--- src/rtl/cpu_ctrl_pkg.sv ---
// Shared control definitions: sequencer state encodings and RV32I major opcodes.
package cpu_ctrl_pkg;

    typedef enum logic [2:0] {
        StIdle      = 3'd0,
        StFetch     = 3'd1,
        StDecode    = 3'd2,
        StExecute   = 3'd3,
        StMem       = 3'd4,
        StWriteback = 3'd5,
        StTrap      = 3'd6
    } state_e;

    localparam logic [6:0] OpcOp     = 7'b0110011;
    localparam logic [6:0] OpcOpImm  = 7'b0010011;
    localparam logic [6:0] OpcLoad   = 7'b0000011;
    localparam logic [6:0] OpcStore  = 7'b0100011;
    localparam logic [6:0] OpcBranch = 7'b1100011;
    localparam logic [6:0] OpcAuipc  = 7'b0010111;
    localparam logic [6:0] OpcLui    = 7'b0110111;
    localparam logic [6:0] OpcJal    = 7'b1101111;
    localparam logic [6:0] OpcJalr   = 7'b1100111;

    // True for every major opcode the datapath implements.
    function automatic logic is_legal_opcode(input logic [6:0] opc);
        logic legal;
        case (opc)
            OpcOp, OpcOpImm, OpcLoad, OpcStore, OpcBranch,
            OpcAuipc, OpcLui, OpcJal, OpcJalr: legal = 1'b1;
            default:                           legal = 1'b0;
        endcase
        return legal;
    endfunction

endpackage

--- src/rtl/mem_wait_timer.sv ---
// Clearable saturating wait counter; flags a timeout once MEM_TIMEOUT wait cycles have elapsed.
module mem_wait_timer #(
    parameter int unsigned MEM_TIMEOUT = 255
) (
    input  logic clk_i,
    input  logic rst_i,
    input  logic clr_i,
    input  logic inc_i,
    output logic timeout_o
);

    localparam int unsigned CntW = (MEM_TIMEOUT > 0) ? $clog2(MEM_TIMEOUT + 1) : 1;
    localparam logic [CntW-1:0] Limit = CntW'(MEM_TIMEOUT);

    logic [CntW-1:0] cnt_q, cnt_d;

    // Next count: clear wins, otherwise count up and hold at the limit.
    always_comb begin
        cnt_d = cnt_q;
        if (clr_i) begin
            cnt_d = '0;
        end else if (inc_i && (cnt_q != Limit)) begin
            cnt_d = cnt_q + 1'b1;
        end
    end

    // Counter register.
    always_ff @(posedge clk_i or posedge rst_i) begin
        if (rst_i) begin
            cnt_q <= '0;
        end else begin
            cnt_q <= cnt_d;
        end
    end

    // A zero limit disables the timeout entirely.
    assign timeout_o = (MEM_TIMEOUT != 0) && (cnt_q == Limit);

endmodule

--- src/rtl/cpu_sequencer.sv ---
// Multi-cycle RV32I control FSM: fetch, decode, execute, memory, writeback, with halt and trap.
module cpu_sequencer
    import cpu_ctrl_pkg::*;
#(
    parameter int unsigned MEM_TIMEOUT = 255,
    parameter int unsigned INSTRET_W   = 32
) (
    input  logic                 clk,
    input  logic                 rst,
    input  logic [6:0]           opcode,
    input  logic                 dec_reg_write,
    input  logic                 dec_mem_read,
    input  logic                 dec_mem_write,
    input  logic                 dec_branch,
    input  logic                 dec_jump,
    input  logic                 branch_taken,
    input  logic                 mem_ready,
    input  logic                 halt_req,
    output logic                 mem_req,
    output logic                 mem_we,
    output logic                 mem_addr_sel,
    output logic                 ir_en,
    output logic                 alu_res_en,
    output logic                 rf_we,
    output logic                 pc_en,
    output logic                 pc_sel,
    output logic                 trap,
    output logic [2:0]           state,
    output logic [INSTRET_W-1:0] instret
);

    state_e               state_q, state_d;
    logic [INSTRET_W-1:0] instret_q, instret_d;
    logic                 mem_wait;
    logic                 timer_clr;
    logic                 timeout;

    // The timer only advances while a request is outstanding. Every entry to FETCH or MEM
    // comes from a non-waiting cycle, so clearing whenever not waiting starts each access at 0.
    assign mem_wait  = ((state_q == StFetch) || (state_q == StMem)) && !mem_ready;
    assign timer_clr = !mem_wait;

    mem_wait_timer #(
        .MEM_TIMEOUT(MEM_TIMEOUT)
    ) u_timer (
        .clk_i    (clk),
        .rst_i    (rst),
        .clr_i    (timer_clr),
        .inc_i    (mem_wait),
        .timeout_o(timeout)
    );

    // Next-state, retire count and per-state strobes.
    always_comb begin
        state_d      = state_q;
        instret_d    = instret_q;
        mem_req      = 1'b0;
        mem_we       = 1'b0;
        mem_addr_sel = 1'b0;
        ir_en        = 1'b0;
        alu_res_en   = 1'b0;
        rf_we        = 1'b0;
        pc_en        = 1'b0;
        pc_sel       = 1'b0;
        trap         = 1'b0;
        case (state_q)
            StIdle: begin
                if (!halt_req) state_d = StFetch;
            end
            StFetch: begin
                mem_req = 1'b1;
                // A response arriving on the limit cycle still completes the fetch.
                if (mem_ready) begin
                    ir_en   = 1'b1;
                    state_d = StDecode;
                end else if (timeout) begin
                    state_d = StTrap;
                end
            end
            StDecode: begin
                state_d = is_legal_opcode(opcode) ? StExecute : StTrap;
            end
            StExecute: begin
                alu_res_en = 1'b1;
                state_d    = (dec_mem_read || dec_mem_write) ? StMem : StWriteback;
            end
            StMem: begin
                mem_req      = 1'b1;
                mem_addr_sel = 1'b1;
                mem_we       = dec_mem_write;
                if (mem_ready) begin
                    state_d = StWriteback;
                end else if (timeout) begin
                    state_d = StTrap;
                end
            end
            StWriteback: begin
                rf_we     = dec_reg_write;
                pc_en     = 1'b1;
                pc_sel    = dec_jump || (dec_branch && branch_taken);
                instret_d = instret_q + 1'b1;
                state_d   = halt_req ? StIdle : StFetch;
            end
            StTrap: begin
                trap = 1'b1;
            end
            default: begin
                // Unused encoding: treat as a fault.
                state_d = StTrap;
            end
        endcase
    end

    // State and retire-counter registers.
    always_ff @(posedge clk or posedge rst) begin
        if (rst) begin
            state_q   <= StIdle;
            instret_q <= '0;
        end else begin
            state_q   <= state_d;
            instret_q <= instret_d;
        end
    end

    assign state   = state_q;
    assign instret = instret_q;

endmodule
--- config.mk ---
export PLATFORM = sky130hd
export DESIGN_NAME = cpu_sequencer
export DESIGN_NICKNAME = d
export VERILOG_FILES = /design/src/rtl/cpu_ctrl_pkg.sv /design/src/rtl/mem_wait_timer.sv /design/src/rtl/cpu_sequencer.sv
export SDC_FILE = /design/constraint.sdc
export NUM_CORES = 1
export LEC_CHECK = 0
export ABC_CLOCK_PERIOD_IN_PS = 3410
export CAP_MARGIN = 20
export CORE_UTILIZATION = 51
export DETAILED_ROUTE_END_ITERATION = 8
export PLACE_DENSITY_LB_ADDON = 0.1
export RECOVER_POWER = 25
export SLEW_MARGIN = 10
export SYNTH_ARGS = -nofsm -noshare
export SYNTH_HDL_FRONTEND = slang
export SYNTH_SLANG_ARGS = --single-unit
--- constraint.sdc ---
create_clock -name clk -period 3.41 [get_ports clk]
set_input_delay 1.023 -clock clk [delete_from_list [all_inputs] [get_ports clk]]
set_output_delay 1.023 -clock clk [all_outputs]
set_load 0.01 [all_outputs]
==> flow_summary_export.csv, run 1 <==
group,metric,value,unit
run_status,run_status,"complete, no violations",
sta,worstMarginPinSlew,1.04,ns
sta,setup_viol,0,
sta,drv_slew,0,
yosys,synth-main-ff-cell,"dfrtp_1",
clocking,cts_hold_buf,0,
clocking,path_clk_slew,0.08,ns
drt,via_count,1777,
worst_setup_path,end_kind,"primary output",
yosys,synth_seq_area_share,0.499,
worst_setup_path,cp.depth,3,
yosys,ys_warn_count,0,
layout,diodes,0,
worst_setup_path,endpoint,"ir_en",
die,initial_core_util,0.535,
yosys,synth-seq-cells,43,
yosys,synth.distinct_cells,37,
worst_setup_path,cp_max_fo,2,
die,pin_count,61,
worst_setup_path,cp-start-kind,"input port",
global_route,grt_pass1_wl,7.45,mm
layout,fin_nets,289,
clocking,cts_buffers,5,
place,gp_congestion,0.845,
worst_setup_path,max_stage_delay,0.56,ns
layout,final_common_cell,"clkdlybuf4s50_1",
yosys,synthesis.area,2160,um^2
drt,drt-total-wl,4.51,mm
yosys,async_flop_share,1.00,
global_route,overflow,0,
drt,ant_nets,0,
run,maxCapViolations,0,
place,dp_hpwl,3.22,mm
worst_setup_path,path_cells,"clkdlybuf4s50_1 -> nor3b_1 -> clkdlybuf4s50_1",
yosys,syn_nets,225,
drt,drt_iter0_drc,106,
sta,tns,0,ns
clocking,cts_root_buffer,"clkbuf_8",
worst_setup_path,crit_type,"input port to primary output",
pwr,vdd_drop_max,231,uV
clocking,h-tree-depth,2,
clocking,cts-resized-gates,0,
sta,hold_violations,0,
pwr,p_leak,1.22,nW
worst_setup_path,crit_required,2.39,ns
sta,period_minus_slack,3.28,ns
worst_setup_path,r2r_end,"instret[31]",
sta,rsz0062_at_grt,"false",
die,die_h,67.0,um
pwr,power_density,324,nW/um^2
global_route,grt_pass1_vias,1658,
clocking,cts_tree,"done",
yosys,syn_inst,206,
clocking,postCtsSetupBuffers,0,
clocking,clock_path_buffers,2,
global_route,antenna_found_initial,0,
worst_setup_path,cp_top_family,"buffers and inverters",
die,dieArea,4490,um^2
layout,layout_common_cells,"clkdlybuf4s50_1 (59), dfrtp_1 (43), xnor2_1 (28)",
drt,first_pass_iters,5,
worst_setup_path,slowest_stage,"clkdlybuf4s50_1",
worst_setup_path,path_common_cell,"clkdlybuf4s50_1",
layout,drive_gt1_frac,0.0517,
pwr,finalPower,932,uW
sta,maxSlewHeadroom,0.309,
clocking,cts_num_sinks,43,
yosys,postSynthAreaPerCell,10.5,um^2
drt,viasPerCell,5.54,
hold_path,hp-class,"register to register",
sta,max_freq,305,MHz
worst_setup_path,crit_start,"mem_ready",
sta,clock_skew,0.00450,ns
drt,drc,0,
worst_setup_path,critPathBufInv,2,
global_route,grt.total_usage,0.224,
yosys,synth_edf_count,0,
die,core,4030,um^2
place,io_buffers,60,
die,num_rows,23,
worst_setup_path,reg2reg_depth,4,
drt,wl_per_cell,14.1,um
worst_setup_path,rrSetupSlack,1.50,ns
sta,finalCritPeriodShare,0.962,
clocking,clock_latency,0.29,ns
die,dieWidth,67.0,um
worst_setup_path,reg2reg_from,"instret[5]",
global_route,grt_max_degree,44,
layout,syn_to_final_growth,33.6,%
worst_setup_path,arrival,2.26,ns
-- worst register-to-register path: stages (launching register included) --
cell     delay, ns
dfrtp_1       0.47
nand4_2       0.20
nor4_4        0.73
nand4_1       0.23
xnor2_1       0.17
-- flip-flops by register name, indices dropped and copies added, names as in the netlist --
signal	count
instret	32
state	3
u_timer.cnt_q	8
-- per-layer routing --
metal / vias to the layer above / track usage / share of wire
li1: 863 / - / -
met1: 851 / 0.281 / 0.46
met2: 58 / 0.373 / 0.49
met3: 5 / 0.0514 / 0.042
met4: 0 / 0.0824 / 0.012
met5: - / 0 / 0
-- synth_stat cells, drive strengths merged, types with 2 or more instances --
library cell  count  area, um^2
buf               3        21.3
and2              6        37.5
nor2             20        80.1
and3              7        43.8
xnor2            28         245
nand3            12        60.1
a31oi             3        18.8
a211oi            2        15.0
nand2b            4        25.0
a21oi             4        20.0
ha                2        25.0
mux2i             2        20.0
inv               5        18.8
and4              3        26.3
nor3              5        30.0
xor2              8        70.1
nor3b             2        15.0
o22ai             2        12.5
clkbuf            2        7.51
nand2            12        45.0
nand4            19         125
o21ai             2        10.0
dfrtp            43        1080
-- power by group --
group	internal [mW]	switching (mW)
Clock	0.143	0.170
Combinational	0.0485	0.0330
Sequential	0.521	0.0172
Total	0.712	0.220
-- per-stage QoR --
stage | setup slack, ns | utilization | instance area (um^2) | std cells | hold WS (ns)
floorplan | 1.06 | - | 2160 | 206 | 0.471
global placement | 0.161 | 0.697 | 2810 | 313 | 0.462
detailed placement | 0.143 | 0.697 | 2810 | 313 | 0.466
CTS | 0.132 | 0.718 | 2890 | 321 | 0.478
global route | 0.108 | 0.715 | 2880 | 321 | 0.519
finish | 0.131 | 0.715 | 2880 | 321 | 0.473
-- worst min-delay path by stage --
stage                           startpoint               end  slack (ns)  cells after the start
final                          instret[31]       instret[31]        0.47                      1
after CTS                      instret[31]       instret[31]        0.48                      1
after global placement         instret[31]       instret[31]        0.46                      1
after detailed placement       instret[31]       instret[31]        0.47                      1
after global routing           instret[31]       instret[31]        0.52                      1
after floorplan           u_timer.cnt_q[6]  u_timer.cnt_q[6]        0.47                      1
-- cell type report --
type	count	area [um^2]
Fill cell	315	1150
Sequential cell	43	1080
Multi-Input combinational cell	153	1030
Timing Repair Buffer	62	613
Clock buffer	6	72.6
Tap cell	50	62.6
Inverter	5	18.8
Clock inverter	2	12.5
-- cell families (layout without fill, tap and decap cells) --
group / after synthesis / count (layout) / share of synthesized area
buffers and inverters: 10 / 75 / 0.0220
XOR/XNOR: 36 / 36 / 0.146
AO/OA/AOI/OAI: 18 / 18 / 0.0551
AND/OR/NAND/NOR: 95 / 95 / 0.257
adder cells (fa/ha/maj): 2 / 2 / 0.0116
flip-flops: 43 / 43 / 0.499
multiplexers: 2 / 2 / 0.00928
Power figures use the tool's default switching activity.
==> inputs of run 2 (changes only) <==
- CORE_UTILIZATION: 51 -> 52
- REMOVE_ABC_BUFFERS: not set -> 1
- SKIP_CTS_REPAIR_TIMING: not set -> 1
- SYNTH_HIERARCHICAL: not set -> 1
==> run 2 against run 1 <==
  * Sequential share of layout area shrank 2.4 points
  * Power grew 18%
  * Critical path depth is 1 higher
  * Largest cell class is now multi-input gates
  * Highest routed layer unchanged
==> flow_summary_export.csv, run 2 <==
group,metric,value,unit
run_status,run_status,"complete, no violations",
sta,rsz0062_at_grt,"false",
worst_setup_path,crit_type,"input port to primary output",
layout,largest_register_ff_count,32,
die,dieArea,4750,um^2
clocking,cts_buffers,5,
layout,syn_to_final_growth,32.3,%
sta,clock_skew,0.00629,ns
drt,drc,0,
place,postPlaceCellArea,2970,um^2
worst_setup_path,cp_max_fo,1,
place,pre_cts_slack,0.00839,ns
clocking,clock_latency,0.30,ns
drt,viasPerCell,5.64,
yosys,synthMuxAreaShare,0.0263,
worst_setup_path,path_cells,"clkdlybuf4s50_1 -> a21oi_1 -> nor2b_1 -> clkdlybuf4s50_1",
worst_setup_path,cp-start-kind,"input port",
drt,first_pass_iters,4,
yosys,async_flop_share,1.00,
hold_path,hp-class,"register to register",
worst_setup_path,path_common_cell,"clkdlybuf4s50_1",
yosys,synth_edf_count,0,
yosys,synth_top_area_cell,"dfrtp_1",
worst_setup_path,slowest_stage,"clkdlybuf4s50_1",
yosys,postSynthAreaPerCell,10.4,um^2
die,initial_core_util,0.563,
layout,final_common_cell,"clkdlybuf4s50_1",
yosys,synth-main-ff-cell,"dfrtp_1",
pwr,vdd_drop_max,206,uV
drt,drt-total-wl,4.85,mm
yosys,synth.distinct_cells,49,
global_route,overflow,0,
yosys,yosys-top-cells-area,"dfrtp_1 (46%), xnor2_1 (9.4%), nand4_1 (3.5%), nand3_1 (3.2%), nor2_1 (2.7%)",
sta,max_freq,310,MHz
die,core,4140,um^2
worst_setup_path,max_stage_delay,0.55,ns
yosys,synth_xor_area_frac,0.120,
layout,final_util,0.744,
run,maxCapViolations,0,
drt,via_count,1911,
clocking,cts_num_sinks,43,
die,dieWidth,69.0,um
layout,drive_gt1_frac,0.0830,
layout,diodes,0,
clocking,cts_tree,"done",
global_route,grt_pass1_vias,1805,
yosys,ys_top_cells_by_count,"dfrtp_1 (43), xnor2_1 (25), nor2_1 (17)",
sta,holdWs,0.470,ns
yosys,synthesis.area,2330,um^2
die,pin_count,61,
sta,drv_slew,0,
layout,fin_area,3080,um^2
sta,setup_slack,0.184,ns
layout,layout_common_cells,"clkdlybuf4s50_1 (58), dfrtp_1 (43), xnor2_1 (25)",
drt,drt_iter0_drc,110,
drt,ant_nets,0,
yosys,synth_seq_area_share,0.462,
sta,hold_violations,0,
yosys,synth_top_area_share,0.462,
yosys,yosysMostFrequentCell,"dfrtp_1",
drt,wl_per_cell,14.3,um
global_route,grt.total_usage,0.224,
layout,fin_nets,307,
clocking,cts_root_buffer,"clkbuf_8",
yosys,synth_top_family_by_area,"simple AND/OR/NAND/NOR gates",
sta,maxSlewHeadroom,0.574,
yosys,syn_inst,225,
global_route,grt_max_degree,24,
die,die_h,69.0,um
yosys,ys_warn_count,6,
place,gp_congestion,0.814,
place,io_buffers,60,
clocking,path_clk_slew,0.08,ns
yosys,synth_compound_gate_area_share,0.0741,
pwr,p_leak,1.30,nW
pwr,power_density,356,nW/um^2
sta,period_minus_slack,3.23,ns
yosys,synth-adder-area-share,0.0107,
die,num_rows,23,
yosys,synthSimpleGateAreaFrac,0.267,
global_route,grt_pass1_wl,7.85,mm
clocking,clock_path_buffers,2,
sta,setup_viol,0,
worst_setup_path,crit_required,2.39,ns
clocking,h-tree-depth,2,
sta,worstMarginPinSlew,0.634,ns
worst_setup_path,end_kind,"primary output",
global_route,antenna_found_initial,0,
sta,finalCritPeriodShare,0.946,
sta,tns,0,ns
worst_setup_path,arrival,2.20,ns
yosys,synth-seq-cells,43,
place,dp_hpwl,3.49,mm
## run 2: cell type report
| cell class | count | area (um^2) |
|---|---|---|
| Clock buffer | 6 | 72.6 |
| Fill cell | 316 | 1060 |
| Sequential cell | 43 | 1080 |
| Tap cell | 50 | 62.6 |
| Inverter | 9 | 33.8 |
| Multi-Input combinational cell | 164 | 1140 |
| Timing Repair Buffer | 65 | 641 |
| Clock inverter | 2 | 60.1 |
## run 2: routing by layer
layer | up-vias | global-route usage | wire, um
met5 | - | 0 | 0
met4 | 0 | 0.0689 | 37
met3 | 4 | 0.0625 | 242
met2 | 55 | 0.375 | 2330
met1 | 924 | 0.277 | 2240
li1 | 928 | - | -
## run 2: logic make-up (layout without fill, tap and decap cells)
kind of cell,count (synthesis),after routing
AOI/OAI and AO/OA,24,24
and+or+nand+nor,101,101
DFF,43,43
xor gates and xnor gates,32,32
adders and majority gates,2,2
muxes,5,5
buffers and inverters,18,82
## run 2: worst max-delay path: cells and delay by family
family	cells	cell delay, ns
simple gates	1	0.12
compound gates	1	0.06
buf+inv	2	1.00
## run 2: final timing paths
path / end / from / slack, ns / cells after the start
worst min register to register: instret[31] / instret[31] / 0.47 / 1
max in group asynchronous: instret[24] / rst / 1.50 / 3
min in group asynchronous: u_timer/cnt_q[7] / rst / 1.14 / 2
worst max-delay path: pc_sel / dec_branch / 0.18 / 4
worst min-delay path: instret[31] / instret[31] / 0.47 / 1
worst max register to register: state[0] / u_timer/cnt_q[0] / 1.27 / 7
## run 2: through the flow
stage / total power, mW / std cells
5_1_grt: 1.13 / 339
4_1_cts: 1.10 / 339
3_3_place_gp: 0.637 / 331
6_report: 1.10 / 339
3_5_place_dp: 0.639 / 331
2_1_floorplan: 0.582 / 216
## run 2: power breakdown
group | leakage, nW | switching, mW | internal, mW
logic | 0.648 | 0.0415 | 0.0515
registers | 0.588 | 0.0146 | 0.521
clock network | 0.0654 | 0.176 | 0.293
total | 1.30 | 0.232 | 0.865
